### config.mk
export PLATFORM = sky130hd
export DESIGN_NAME = lsu_align
export DESIGN_NICKNAME = d
export VERILOG_FILES = /design/src/rtl/lsu_align.sv
export SDC_FILE = /design/constraint.sdc
export NUM_CORES = 1
export LEC_CHECK = 0
export ABC_AREA = 1
export CELL_PAD_IN_SITES_DETAIL_PLACEMENT = 1
export CELL_PAD_IN_SITES_GLOBAL_PLACEMENT = 1
export CORE_MARGIN = 10
export CORE_UTILIZATION = 37
export CTS_CLUSTER_DIAMETER = 120
export DETAILED_ROUTE_END_ITERATION = 16
export PLACE_DENSITY_LB_ADDON = 0.1
export SLEW_MARGIN = 20
export SYNTH_ARGS = -nofsm -noshare
export SYNTH_HDL_FRONTEND = slang
export SYNTH_SLANG_ARGS = --single-unit
export TNS_END_PERCENT = 1
### constraint.sdc
create_clock -name clk -period 9.28 [get_ports clk]
set_input_delay 0.928 -clock clk [delete_from_list [all_inputs] [get_ports clk]]
set_output_delay 0.928 -clock clk [all_outputs]
set_load 0.03 [all_outputs]
### src/rtl/lsu_align.sv
// Load/store alignment unit: splits word-crossing accesses into two
// aligned word cycles, drives byte strobes and merges/extends load data.
module lsu_align #(
  parameter int ADDR_SIZE     = 32,
  parameter int WORD_LEN      = 32,
  parameter int MISALIGN_TRAP = 0
) (
  input  logic                 clk,
  input  logic                 rst,
  input  logic                 req_valid,
  output logic                 req_ready,
  input  logic                 req_write,
  input  logic [ADDR_SIZE-1:0] req_addr,
  input  logic [2:0]           req_funct3,
  input  logic [WORD_LEN-1:0]  req_wdata,
  input  logic [ADDR_SIZE-1:0] req_pc,
  output logic                 resp_valid,
  output logic [WORD_LEN-1:0]  resp_rdata,
  output logic                 resp_fault,
  output logic                 mem_we,
  output logic [ADDR_SIZE-1:0] mem_addr,
  output logic [3:0]           mem_wstrb,
  output logic [WORD_LEN-1:0]  mem_wdata,
  input  logic [WORD_LEN-1:0]  mem_rdata,
  output logic [ADDR_SIZE-1:0] mem_pc,
  output logic                 busy
);

  typedef enum logic [1:0] {
    IDLE,
    ACC0,
    ACC1,
    RESP
  } state_e;

  // Access size in bytes from the low funct3 bits.
  function automatic logic [2:0] size_of(input logic [1:0] f);
    logic [2:0] n;
    unique case (f)
      2'd0:    n = 3'd1;
      2'd1:    n = 3'd2;
      default: n = 3'd4;
    endcase
    return n;
  endfunction

  function automatic logic illegal_of(input logic wr,
                                      input logic [2:0] f);
    if (wr) return f > 3'd2;
    return (f == 3'd3) || (f[2:1] == 2'b11);
  endfunction

  function automatic logic cross_of(input logic [1:0] off,
                                    input logic [2:0] n);
    return ({1'b0, off} + n) > 3'd4;
  endfunction

  state_e state_q, state_d;

  logic                 wr_q;
  logic [ADDR_SIZE-1:0] addr_q;
  logic [ADDR_SIZE-1:0] pc_q;
  logic [ADDR_SIZE-1:0] maddr_q;
  logic [2:0]           f3_q;
  logic [WORD_LEN-1:0]  wdata_q;
  logic [WORD_LEN-1:0]  lo_q;
  logic [WORD_LEN-1:0]  rdata_q;
  logic [WORD_LEN-1:0]  mwdata_q;
  logic                 fault_q;

  logic                 accept;
  logic                 fault_in;
  logic [2:0]           n_q;
  logic [1:0]           off_q;
  logic                 cross_q;
  logic                 acc;
  logic                 hi_acc;
  logic                 fin;
  logic [4:0]           sh;
  logic [ADDR_SIZE-1:0] word_q;
  logic [ADDR_SIZE-1:0] acc_addr;
  logic [WORD_LEN-1:0]  low;
  logic [2*WORD_LEN-1:0] lane;
  logic [7:0]           mask;
  logic [WORD_LEN-1:0]  acc_wdata;
  logic [2*WORD_LEN-1:0] cat;
  logic [WORD_LEN-1:0]  merged;
  logic [WORD_LEN-1:0]  ext;

  assign req_ready = (state_q == IDLE);
  assign busy      = (state_q != IDLE);
  assign accept    = req_valid && req_ready;

  assign fault_in = illegal_of(req_write, req_funct3) ||
                    ((MISALIGN_TRAP != 0) &&
                     cross_of(req_addr[1:0],
                              size_of(req_funct3[1:0])));

  assign n_q     = size_of(f3_q[1:0]);
  assign off_q   = addr_q[1:0];
  assign cross_q = cross_of(off_q, n_q);
  assign acc     = (state_q == ACC0) || (state_q == ACC1);
  assign hi_acc  = (state_q == ACC1);
  assign fin     = acc && (state_d == RESP);
  assign sh      = {off_q, 3'b000};
  assign word_q  = {addr_q[ADDR_SIZE-1:2], 2'b00};
  assign acc_addr = hi_acc ? word_q + ADDR_SIZE'(4) : word_q;

  // Next-state sequencing of the access phases.
  always_comb begin
    state_d = state_q;
    unique case (state_q)
      IDLE: if (req_valid) state_d = fault_in ? RESP : ACC0;
      ACC0: state_d = cross_q ? ACC1 : RESP;
      ACC1: state_d = RESP;
      RESP: state_d = IDLE;
      default: state_d = IDLE;
    endcase
  end

  // Store lane placement: low n bytes shifted into a two-word window.
  always_comb begin
    unique case (n_q)
      3'd1:    low = WORD_LEN'(wdata_q[7:0]);
      3'd2:    low = WORD_LEN'(wdata_q[15:0]);
      default: low = wdata_q;
    endcase
    lane      = {{WORD_LEN{1'b0}}, low} << sh;
    mask      = ((8'd1 << n_q) - 8'd1) << off_q;
    acc_wdata = hi_acc ? lane[2*WORD_LEN-1:WORD_LEN]
                       : lane[WORD_LEN-1:0];
  end

  assign mem_we    = acc && wr_q;
  assign mem_wstrb = !mem_we ? 4'b0000
                   : hi_acc  ? mask[7:4] : mask[3:0];
  assign mem_addr  = acc ? acc_addr : maddr_q;
  assign mem_wdata = acc ? acc_wdata : mwdata_q;
  assign mem_pc    = busy ? pc_q : '0;

  // Load merge: {hi, lo} window shifted down by the byte offset.
  always_comb begin
    cat    = hi_acc ? {mem_rdata, lo_q}
                    : {{WORD_LEN{1'b0}}, mem_rdata};
    merged = cat[{1'b0, sh} +: WORD_LEN];
    unique case (f3_q)
      3'd0: ext = {{(WORD_LEN-8){merged[7]}}, merged[7:0]};
      3'd1: ext = {{(WORD_LEN-16){merged[15]}}, merged[15:0]};
      3'd4: ext = {{(WORD_LEN-8){1'b0}}, merged[7:0]};
      3'd5: ext = {{(WORD_LEN-16){1'b0}}, merged[15:0]};
      default: ext = merged;
    endcase
  end

  assign resp_valid = (state_q == RESP);
  assign resp_fault = resp_valid && fault_q;
  assign resp_rdata = rdata_q;

  // State, request latch, held memory bus and registered response.
  always_ff @(posedge clk or posedge rst) begin
    if (rst) begin
      state_q  <= IDLE;
      wr_q     <= 1'b0;
      addr_q   <= '0;
      pc_q     <= '0;
      f3_q     <= '0;
      wdata_q  <= '0;
      fault_q  <= 1'b0;
      lo_q     <= '0;
      rdata_q  <= '0;
      maddr_q  <= '0;
      mwdata_q <= '0;
    end else begin
      state_q <= state_d;
      if (accept) begin
        wr_q    <= req_write;
        addr_q  <= req_addr;
        pc_q    <= req_pc;
        f3_q    <= req_funct3;
        wdata_q <= req_wdata;
        fault_q <= fault_in;
      end
      if (state_q == ACC0) lo_q <= mem_rdata;
      if (acc) begin
        maddr_q  <= acc_addr;
        mwdata_q <= acc_wdata;
      end
      rdata_q <= (fin && !wr_q) ? ext : '0;
    end
  end

endmodule

==> flow_summary.yaml, run 1 <==
sta:
  max_freq_mhz: 189
  maxSlewHeadroom: 0.285
  holdWs_ns: 0.476
  worst_slew_pin_slew_ns: 1.07
  slew_violations: 0
  clock_skew_ns: 0.0143
  rsz0062_at_grt: "no"
  timing.setup.tns_ns: 0
  hold_viol: 0
  period_needed_ns: 5.29
  period_share: 0.570
  setup_violations: 0
yosys:
  synth_area_mm2: 0.0119
  yosys_warnings: 0
  yosysSeqAreaShare: 0.488
  synth_fp_nets: 1700
  synth_cell_types: 40
  syn_area_per_cell_um2: 7.62
  yosys-top-cells-area: "dfrtp_1, nand2_1, o21ai_0, nor2_1, inv_1"
  synth_top_cell_by_area: "dfrtp_1"
  synth.top_cell.area_share: 0.488
  ys_ff_latch: 231
  synthCells: 1556
global_routing:
  grt_pass1_vias: 11941
  grt_pass1_wl_mm: 68.9
  grt.total_usage: 0.219
  grt_start_max_net_pins: 120
  antenna_found_initial: 2
  grt-ovfl-total: 0
placed_design:
  dp_hpwl_mm: 31.8
  port_buffers: 271
  gp_congestion: 0.861
critical_path:
  critPathMaxFanout: 14
  crit_arrival_ns: 4.36
  critical_path_required_ns: 8.35
  crit_slowest_cell: "nor2_1"
  worst-setup-path-type: "reg -> out"
  crit_chain: "inv_2 -> nand2_1 -> ha_1 -> nor2_1 -> a21oi_1 -> o21ai_0 -> o311ai_0 -> a21oi_1 -> clkdlybuf4s50_1"
  critPathTopFamily: "simple AND/OR/NAND/NOR gates"
  crit_start: "f3_q[1]$_DFFE_PP0P_"
  crit_top_cell: "a21oi_1"
  startpoint_type: "flop"
  cpPeakStageDelay_ns: 0.83
  critPathBufInv: 2
  rr_startpoint: "state_q[0]$_DFF_PP0_"
  worst_setup_path_end_kind: "primary output"
cts:
  hold_buffers: 0
  cts_tree: "done"
  clockBufferDepth: 3
  clkLatencyLatePin_ns: 0.55
  cts-buffers-inserted: 28
  root_buffer: "clkbuf_16"
  h-tree-depth: 1
  cts.sinks: 231
  postCtsSetupBuffers: 0
  post_cts_resized: 0
  clk_pin_slew_ns: 0.06
drt:
  drtIter0Drc: 576
  drt-pass1-iter-count: 5
  viasPerCell: 5.10
  wl_per_cell_um: 19.9
  vias: 11261
  postRouteAntennaNets: 0
  drc: 0
  drt_wl_total_mm: 43.8
cells_and_area:
  drive_gt1_frac: 0.0576
  final_cell_mix: "nand2_1, clkdlybuf4s50_1, dfrtp_1"
  nFillCells: 3812
  areaGrowthSynthToFinish_pct: 32.3
  layout_commonest_cell: "nand2_1"
  layout.nets: 1928
job:
  maxCapViolCount: 0
die:
  rows: 65
  start_util: 0.376
  fp.dieH_um: 199
  pin_count: 272
  die_w_um: 199
  core_mm2: 0.0316
  die-area_mm2: 0.0396
power_and_ir_drop:
  powerDensity_mw_per_mm2: 463
  ir_worst_vdd_mv: 0.321
  p_leak_uw: 0.00721
run_status:
  run_status: "complete, no violations"
worst_hold_path:
  hold_start: "maddr_q[21]$_DFF_PP0_"
  hold_path_class: "reg -> reg"
==> tightest hold or removal path, delay by kind of cell, from the launching register on <==
| family | cells | cell delay, ns |
|---|---|---|
| flops | 1 | 0.32 |
| simple gates | 2 | 0.12 |
==> final timing paths <==
path	end	slack (ns)	cells after the start
worst max-delay path	mem_wstrb[1]	3.99	9
worst min-delay path	maddr_q[21]$_DFF_PP0_	0.48	2
worst max register to register	resp_rdata[3]$_DFF_PP0_	5.84	10
worst min register to register	maddr_q[21]$_DFF_PP0_	0.48	2
max in group asynchronous	addr_q[0]$_DFFE_PP0P_	6.90	3
min in group asynchronous	pc_q[2]$_DFFE_PP0P_	0.93	2
==> Yosys cell counts, drive strengths merged <==
library cell and number:
a22oi 11, nand3 67, nor3 8, a21oi 68, nor3b 1, o221ai 6
o22ai 1, ha 9, mux2i 1, clkbuf 45, o311ai 1, o211ai 8
o21ai 201, nor2 167, nand4 5, buf 41, mux2 4, nand2 496
a21boi 7, inv 144, o31ai 1, or2 4, a31oi 17, xnor2 3
dfrtp 231, xor2 9
==> where the power goes <==
part / leakage, uW / internal [uW] / switching, uW
Combinational: 0.00387 / 1440 / 3010
Clock: 0.000448 / 639 / 441
Sequential: 0.00289 / 1470 / 244
Total: 0.00721 / 3550 / 3700
==> sequential cells by signal (all words and copies together) (netlist names) <==
signal	count
fault_q	1
maddr_q	32
mwdata_q	32
resp_rdata	32
state_q	2
wr_q	1
lo_q	32
f3_q	3
addr_q	32
wdata_q	32
pc_q	32
==> routing by layer <==
metal,part of all wire,track usage
met3,0.081,0.0630
met2,0.47,0.359
met4,0.024,0.0540
met5,0,0
met1,0.43,0.279
==> logic make-up after synthesis <==
kind of cell / after synthesis / synth area share
AOI/OAI and AO/OA: 321 / 0.146
buffers and inverters: 230 / 0.0809
muxes: 5 / 0.00465
DFF: 231 / 0.488
xor gates and xnor gates: 12 / 0.00887
adders and majority gates: 9 / 0.00950
and+or+nand+nor: 748 / 0.263
==> cell type report <==
cell class,count,area (um2),share of cell area
antenna,1,2.50,0.000160
clock buffer,41,820,0.0523
clock inverter,9,91.3,0.00582
inverter,144,551,0.0351
multi-input combinational,1095,5120,0.327
sequential,231,5780,0.369
tap,402,503,0.0321
timing repair buffer,284,2810,0.179
==> per-stage QoR <==
| stage | cell area, um2 | total power (uW) | utilization | cells | setup WS (ns) |
|---|---|---|---|---|---|
| after floorplan | 11900 | 4460 | - | 1556 | 2.02 |
| after global placement | 14800 | 6130 | 0.468 | 2156 | 4.68 |
| after detailed placement | 14800 | 6210 | 0.468 | 2156 | 4.55 |
| after CTS | 15700 | 7330 | 0.497 | 2206 | 4.00 |
| after global routing | 15700 | 7810 | 0.497 | 2206 | 3.71 |
| final | 15700 | 7250 | 0.497 | 2207 | 3.99 |
(Power assumes the default switching activity.)
==> run 2: changes to the inputs <==
==> constraint.sdc (replaced) <==
create_clock -name clk -period 5.5 [get_ports clk]
set_input_delay 0.55 -clock clk [delete_from_list [all_inputs] [get_ports clk]]
set_output_delay 0.55 -clock clk [all_outputs]
set_load 0.03 [all_outputs]
==> flow_summary.yaml, run 2 (synthesis gave the netlist of run 1 again) <==
run_status:
  run_status: "complete, no violations"
placed_design:
  dp_hpwl_mm: 31.7
  port_buffers: 271
  gp_congestion: 0.906
  dp.cells: 2160
  place_ws_ns: 1.44
critical_path:
  critPathBufInv: 3
  critPathMaxFanout: 13
  crit_top_cell: "o21ai_0"
  critical_path_required_ns: 4.95
  cpPeakStageDelay_ns: 0.80
  worst-setup-path-type: "reg -> out"
  crit_chain: "inv_2 -> nand2_1 -> ha_1 -> nor2_1 -> inv_1 -> o21ai_0 -> a22oi_1 -> o21ai_0 -> clkdlybuf4s50_1"
  crit_arrival_ns: 4.15
  startpoint_type: "flop"
  crit_slowest_cell: "clkdlybuf4s50_1"
  critPathTopFamily: "buffers and inverters"
  worst_setup_path_end_kind: "primary output"
sta:
  maxSlewHeadroom: 0.374
  holdWs_ns: 0.441
  slew_violations: 0
  max_freq_mhz: 213
  timing.setup.tns_ns: 0
  clock_skew_ns: 0.0103
  worst_slew_pin_slew_ns: 0.936
  setup_violations: 0
  period_needed_ns: 4.70
  hold_viol: 0
  period_share: 0.854
  setup_slack_ns: 0.805
  rsz0062_at_grt: "no"
power_and_ir_drop:
  switching_share: 0.504
  p_int_uw: 6090
  powerDensity_mw_per_mm2: 779
  ir_worst_vdd_mv: 0.546
  p_leak_uw: 0.00724
  clkPwrFrac: 0.154
  combPwrFrac: 0.608
  power_switching_uw: 6190
  pwr-share-seq: 0.238
  power_uw: 12300
global_routing:
  grt_use_met2: 0.352
  grt_start_max_net_pins: 119
  grt.total_usage: 0.214
  grt_pass1_vias: 11899
  grt-ovfl-total: 0
  top_usage_layer: "met2"
  antenna_found_initial: 3
  grtUsageMet1: 0.274
  grt_pass1_wl_mm: 67.6
  grt_use_met3: 0.0558
drt:
  wl_per_cell_um: 19.4
  drt_wl_total_mm: 42.9
  drt-pass1-iter-count: 5
  vias: 11269
  drtIter0Drc: 712
  viasPerCell: 5.10
  drc: 0
  postRouteAntennaNets: 0
cts:
  post_cts_resized: 0
  hold_buffers: 0
  h-tree-depth: 1
  cts.sinks: 231
  clk_pin_slew_ns: 0.06
  cts_tree: "done"
  postCtsSetupBuffers: 0
  clockBufferDepth: 3
  root_buffer: "clkbuf_16"
  cts-buffers-inserted: 27
  clkLatencyLatePin_ns: 0.55
cells_and_area:
  drive_gt1_frac: 0.0598
  fin_cells: 2211
  final_cell_mix: "nand2_1, clkdlybuf4s50_1, dfrtp_1"
  areaGrowthSynthToFinish_pct: 32.9
  layout_commonest_cell: "nand2_1"
  layout.nets: 1931
die:
  rows: 65
  pin_count: 272
  die_w_um: 199
  core_mm2: 0.0316
  die-area_mm2: 0.0396
  start_util: 0.376
  fp.dieH_um: 199
worst_hold_path:
  hold_path_class: "in -> async"
job:
  maxCapViolCount: 0
[run 2: cell count changes in the layout (fill, tap and decap cells not counted), sizes merged]
cell	before	now
bufinv	1	4
buf	13	17
diode	1	3
clkinv	5	6
clkbuf	41	35
inv	146	144
clkinvlp	1	3
[run 2: path summary, 6_finish.rpt]
| path | start | endpoint | slack (ns) | cells after the start |
|---|---|---|---|---|
| worst min register to register | maddr_q[0]$_DFF_PP0_ | maddr_q[0]$_DFF_PP0_ | 0.48 | 2 |
| min in group clk | maddr_q[0]$_DFF_PP0_ | maddr_q[0]$_DFF_PP0_ | 0.48 | 2 |
| worst max register to register | state_q[0]$_DFF_PP0_ | resp_rdata[7]$_DFF_PP0_ | 1.91 | 10 |
| worst max-delay path | f3_q[1]$_DFFE_PP0P_ | mem_wdata[14] | 0.80 | 9 |
| max in group asynchronous | rst | mwdata_q[23]$_DFF_PP0_ | 4.01 | 3 |
| worst min-delay path | rst | pc_q[4]$_DFFE_PP0P_ | 0.44 | 2 |
[run 2: power groups by stage]
| stage | Combinational, uW | Sequential (uW) | Clock (uW) |
|---|---|---|---|
| CTS | 7560 | 2930 | 1930 |
| global placement | 7390 | 2920 | 0 |
| detailed placement | 7500 | 2950 | 0 |
| finish | 7460 | 2930 | 1890 |
| global route | 8180 | 3020 | 2000 |
| floorplan | 4560 | 2970 | 0 |
[run 2: layout make-up]
class,instances,area (um2)
diodes,3,7.51
clock buffers,35,756
clock inverters,13,174
fillers,3833,15800
inverters,144,547
multi-input cells,1095,5120
flip-flops and latches,231,5780
well taps,402,503
repair buffers,288,2870
[run 2: worst register-to-register path, delay by kind of cell, from the launching register on]
| family | cells | cell delay, ns |
|---|---|---|
| fa+ha+maj | 1 | 0.18 |
| flops | 1 | 0.41 |
| buf+inv | 2 | 0.92 |
| simple gates | 6 | 1.76 |
| compound gates | 1 | 0.22 |
[run 2: per-layer routing]
metal  wire length [um]  part of all wire
met4               1010             0.023
met1              18800              0.44
met2              20300              0.47
met5                  8           0.00019
met3               2900             0.067
[run 2: metrics by stage]
step,utilization,cell area [um2]
2_1_floorplan,-,11900
3_3_place_gp,0.469,14800
3_5_place_dp,0.469,14800
4_1_cts,0.499,15700
5_1_grt,0.499,15700
6_report,0.499,15800
==> run 3: changes to the inputs <==
--- a/config.mk
+++ b/config.mk
@@ -6,6 +6,7 @@
 export NUM_CORES = 1
 export LEC_CHECK = 0
 export ABC_AREA = 1
+export CAP_MARGIN = 20
 export CELL_PAD_IN_SITES_DETAIL_PLACEMENT = 1
 export CELL_PAD_IN_SITES_GLOBAL_PLACEMENT = 1
 export CORE_MARGIN = 10
@@ -13,7 +14,6 @@
 export CTS_CLUSTER_DIAMETER = 120
 export DETAILED_ROUTE_END_ITERATION = 16
 export PLACE_DENSITY_LB_ADDON = 0.1
-export SLEW_MARGIN = 20
 export SYNTH_ARGS = -nofsm -noshare
 export SYNTH_HDL_FRONTEND = slang
 export SYNTH_SLANG_ARGS = --single-unit
==> results of run 3 <==
Same layout as run 2: the final DEF is identical, and so are final timing and power.
==> patch 1 (config.mk and constraints of run 2) <==
Take the reset off `rdata_q` and load it in a clocked block of its own.
--- a/src/rtl/lsu_align.sv
+++ b/src/rtl/lsu_align.sv
@@ -168,5 +168,4 @@
       fault_q  <= 1'b0;
       lo_q     <= '0;
-      rdata_q  <= '0;
       maddr_q  <= '0;
       mwdata_q <= '0;
@@ -186,6 +185,9 @@
         mwdata_q <= acc_wdata;
       end
-      rdata_q <= (fin && !wr_q) ? ext : '0;
     end
+  end
+
+  always_ff @(posedge clk) begin
+    rdata_q <= (fin && !wr_q) ? ext : '0;
   end
 
Check against the original RTL: differs if rst is asserted again (counterexample within 4 cycles, from zero or initial values and one cycle with rst high); with rst held inactive, the same outputs for 4 cycles.
==> patch 1 against run 2 <==
Sequential power is 1% lower. Via count is 3.8% higher. Routed wire length is 4.1% higher. Cell count is 1.4% higher. Setup slack better by 0.0070 ns. Non-clock buffer count is 1 lower. Clock skew hardly changed. Area after synthesis is 0.21% higher. Clock power is 6% lower. Sequential cell count stayed put. Total power is 0.45% lower. Design area is 0.58% lower. Critical path type unchanged. Highest routed layer unchanged.
==> patch 1: results (changes against run 2) <==
- Largest net degree at the start of global routing: 101 (was 119)
- Max Fanout on Critical Path: 49 (was 13)
- Multiplexer share of the synthesized area: 1.04% (was 0.465%)
- Static leakage: 6.99 nW (was 7.24 nW)
- Sequential area share after synthesis: 47.3% (was 48.8%)
- Non-filler cells, final: 2243 (was 2211)
- Async SR Flop Fraction: 86.1% (was 100%)
- Post-DP HPWL: 31900 um (was 31700 um)
- Synth area leaders: dfrtp_1 42%, nand2_1 14%, o21ai_0 7.4% (was dfrtp_1 49%, nand2_1 15%, o21ai_0 7.9%)
- Initial antenna violation count: 8 (was 3)
- Psw: 6.20 mW (was 6.19 mW)
- Synth cell count leaders: 430 x nand2_1, 199 x dfrtp_1, 187 x nor2_1 (was 487 x nand2_1, 231 x dfrtp_1, 186 x o21ai_0)
- Placed inst area: 0.0148 mm^2 (about the same)
- Post-Route WL: 44700 um (was 42900 um)
- First-pass GRT wire length: 70800 um (was 67600 um)
- Post-synthesis adder-cell area fraction: 0.948% (was 0.950%)
- Syn Area/Cell: 7.46 um^2 (was 7.62 um^2)
- Placement Setup Slack: 1.40 ns (was 1.44 ns)
- Fin util: 49.5% (was 49.9%)
- CTS Buf Count: 28 (was 27)
- Overall routing resource usage: 22.4% (was 21.4%)
- Fill count: 3897 (was 3833)
- Compound-Gate Fraction of Synth Area: 14.5% (was 14.6%)
- Dpl cells: 2192 (was 2160)
- Comb. pwr: 7.54 mW (was 7.46 mW)
- Status: finished clean (unchanged)
- Combinational share of power: 61.7% (was 60.8%)
- Slew headroom: 27.3% (was 37.4%)
- Max incr delay on CP: 0.73 ns (was 0.80 ns)
- Post-Synth XOR/XNOR Area: 0.737% (was 0.887%)
- Worst EP arrival: 4.14 ns (was 4.15 ns)
- Synth cell types: 43 (was 40)
==> patch 1: path summary, 6_finish.rpt <==
check,endpoint,cells after the start,slack (ns),start
min in group clk,maddr_q[19],2,0.48,maddr_q[19]
worst max register to register,resp_rdata[18],10,2.25,state_q[0]
max in group asynchronous,addr_q[0],3,3.76,rst
worst max-delay path,mem_wdata[17],8,0.81,state_q[0]
worst min-delay path,pc_q[19],2,0.46,rst
worst min register to register,maddr_q[19],2,0.48,maddr_q[19]
==> patch 1: layout make-up <==
| cell class | count | area share, % |
|---|---|---|
| Antenna cell | 4 | 0.0639 |
| Tap cell | 402 | 3.21 |
| Multi-Input combinational cell | 1114 | 33.3 |
| Timing Repair Buffer | 287 | 18.1 |
| Inverter | 158 | 3.83 |
| Clock inverter | 3 | 0.168 |
| Sequential cell | 231 | 35.9 |
| Clock buffer | 44 | 5.43 |
==> patch 1: layer usage <==
metal / routed length, um / track usage (%)
met2: 21000 / 37.0
met5: 54 / 0
met1: 18900 / 27.8
met3: 3460 / 6.80
met4: 1220 / 5.93
==> patch 2 (flow settings as in run 2) <==
Made on the original files. `WORD_LEN`: 32 -> 64.
--- a/src/rtl/lsu_align.sv
+++ b/src/rtl/lsu_align.sv
@@ -3,5 +3,5 @@
 module lsu_align #(
   parameter int ADDR_SIZE     = 32,
-  parameter int WORD_LEN      = 32,
+  parameter int WORD_LEN      = 64,
   parameter int MISALIGN_TRAP = 0
 ) (
Interface: changed (resized mem_rdata, mem_wdata, req_wdata and resp_rdata); port bits go from 272 to 400. The function was not compared with the original's and may differ.
==> patch 2 against run 2 <==
Utilization shrank 0.35 points. Register-to-register slack lost 0.14 ns. Design area grew 54%. Total power rose by 62%. Sequential share of layout area up 0.35 points. Area after synthesis is 55% higher. Routed wire length up 83%. Combinational power increased by 66%. Sequential cell count up 128. Setup slack got worse by 0.036 ns. Critical path depth increased by 1. Die area grew 49%. Clock skew up 0.012 ns. Global-route usage rose by 4.5 points.
==> patch 2: results (changes against run 2) <==
- Status: finished clean (unchanged)
- Async SR Flop Fraction: 100% (unchanged)
- Vias per cell: 5.26 (was 5.10)
- Proportion of layout cells with a drive suffix above 1: 5.21% (was 5.98%)
- Static leakage: 11.3 nW (was 7.24 nW)
- First-pass GRT wire length: 119000 um (was 67600 um)
- Synth cell count leaders: 889 x nand2_1, 359 x dfrtp_1, 244 x o21ai_0 (was 487 x nand2_1, 231 x dfrtp_1, 186 x o21ai_0)
- R2R depth: 11 (was 10)
- Max Fanout on Critical Path: 32 (was 13)
- Syn Nets: 2676 (was 1700)
- Overall routing resource usage: 26.0% (was 21.4%)
- Worst EP arrival: 4.18 ns (was 4.15 ns)
- Starting DRT DRC Count: 1214 (was 712)
- Initial antenna violation count: 9 (was 3)
- Worst VDD drop: 498 uV (was 546 uV)
- Slew headroom: 28.4% (was 37.4%)
- Synth area leaders: dfrtp_1 49%, nand2_1 18%, o21ai_0 6.7% (was dfrtp_1 49%, nand2_1 15%, o21ai_0 7.9%)
- CTS Buf Count: 44 (was 27)
- CTS H-tree depth: 2 (was 1)
- Vias in the first global route: 19600 (was 11900)
- Routability congestion estimate from global placement: 0.891 (was 0.906)
- Largest net degree at the start of global routing: 165 (was 119)
- Routed WL per cell: 22.6 um (was 19.4 um)
- # port buffers: 399 (was 271)
- Sequential area share after synthesis: 49.1% (was 48.8%)
- Fill count: 5938 (was 3833)
patch 2: cell types whose count changed after synthesis, sizes merged, moves of 19 or more:
cell	run 2	this run
clkbuf	45	84
o211ai	8	37
dfrtp	231	359
nand3	67	107
o21ai	201	273
nand4	5	24
nor2	167	249
inv	144	187
nand2	496	892
buf	41	77
a22oi	11	31
patch 2: per-layer routing:
layer,vias to the layer above,share of wire (%),global-route usage [%]
met2,505,48,43.1
met4,12,4.4,11.5
li1,8518,-,-
met1,9049,42,31.7
met5,-,0.089,0
met3,161,5.9,6.00
patch 2: through the flow:
stage,hold WS [ns],cell area [um^2],worst slack (ns),cells
6_report,0.313,24300,0.769,3471
5_1_grt,0.334,24300,0.496,3470
4_1_cts,0.310,24300,0.766,3467
3_5_place_dp,0.463,22800,1.43,3393
3_3_place_gp,0.464,22800,1.47,3393
2_1_floorplan,0.449,18300,0.138,2468
patch 2: path summary, 6_finish.rpt:
kind | startpoint | endpoint | slack, ns
max | f3_q[0] | mem_wdata[1] | 0.77
min | rst | wdata_q[35] | 0.31
max reg2reg | state_q[0] | resp_rdata[46] | 1.77
min reg2reg | mwdata_q[43] | mwdata_q[43] | 0.47
max in group asynchronous | rst | lo_q[11] | 3.83
min in group clk | mwdata_q[43] | mwdata_q[43] | 0.47
patch 2: power by group through the flow:
stage | combinational (mW) | sequential, mW | clock, mW
after floorplan | 7.12 | 4.61 | 0
after global placement | 12.2 | 4.53 | 0
after detailed placement | 12.3 | 4.57 | 0
after CTS | 12.4 | 4.54 | 2.98
after global routing | 13.4 | 4.67 | 3.08
final | 12.4 | 4.55 | 2.92
patch 2: cell type report:
cell class / count / share of cell area [%]
Clock buffer: 61 / 5.18
Multi-Input combinational cell: 1761 / 32.7
Inverter: 187 / 2.93
Antenna cell: 4 / 0.0413
Timing Repair Buffer: 422 / 18.1
Tap cell: 664 / 3.42
Sequential cell: 359 / 37.0
Clock inverter: 13 / 0.650
patch 2: worst max-delay path, stage by stage (launching register included):
cell and delay [ns]:
dfrtp_1 0.43, nor2_4 0.24, inv_2 0.15, ha_1 0.37, nor2_2 0.40, buf_4 0.46, nand2_1 0.09, o21ai_0 0.13
nand2_1 0.10, a31oi_1 0.44, clkdlybuf4s50_1 0.78
patch 2: kinds of logic (layout without fill, tap and decap cells):
logic type	Yosys count	in the layout	share of synthesized area [%]
compound gates	451	451	13.8
xor+xnor	12	12	0.574
buf+inv	348	683	7.84
mux	5	5	0.307
flops	359	359	49.1
fa+ha+maj	9	9	0.615
simple gates	1284	1284	27.8
other cells	0	4	0
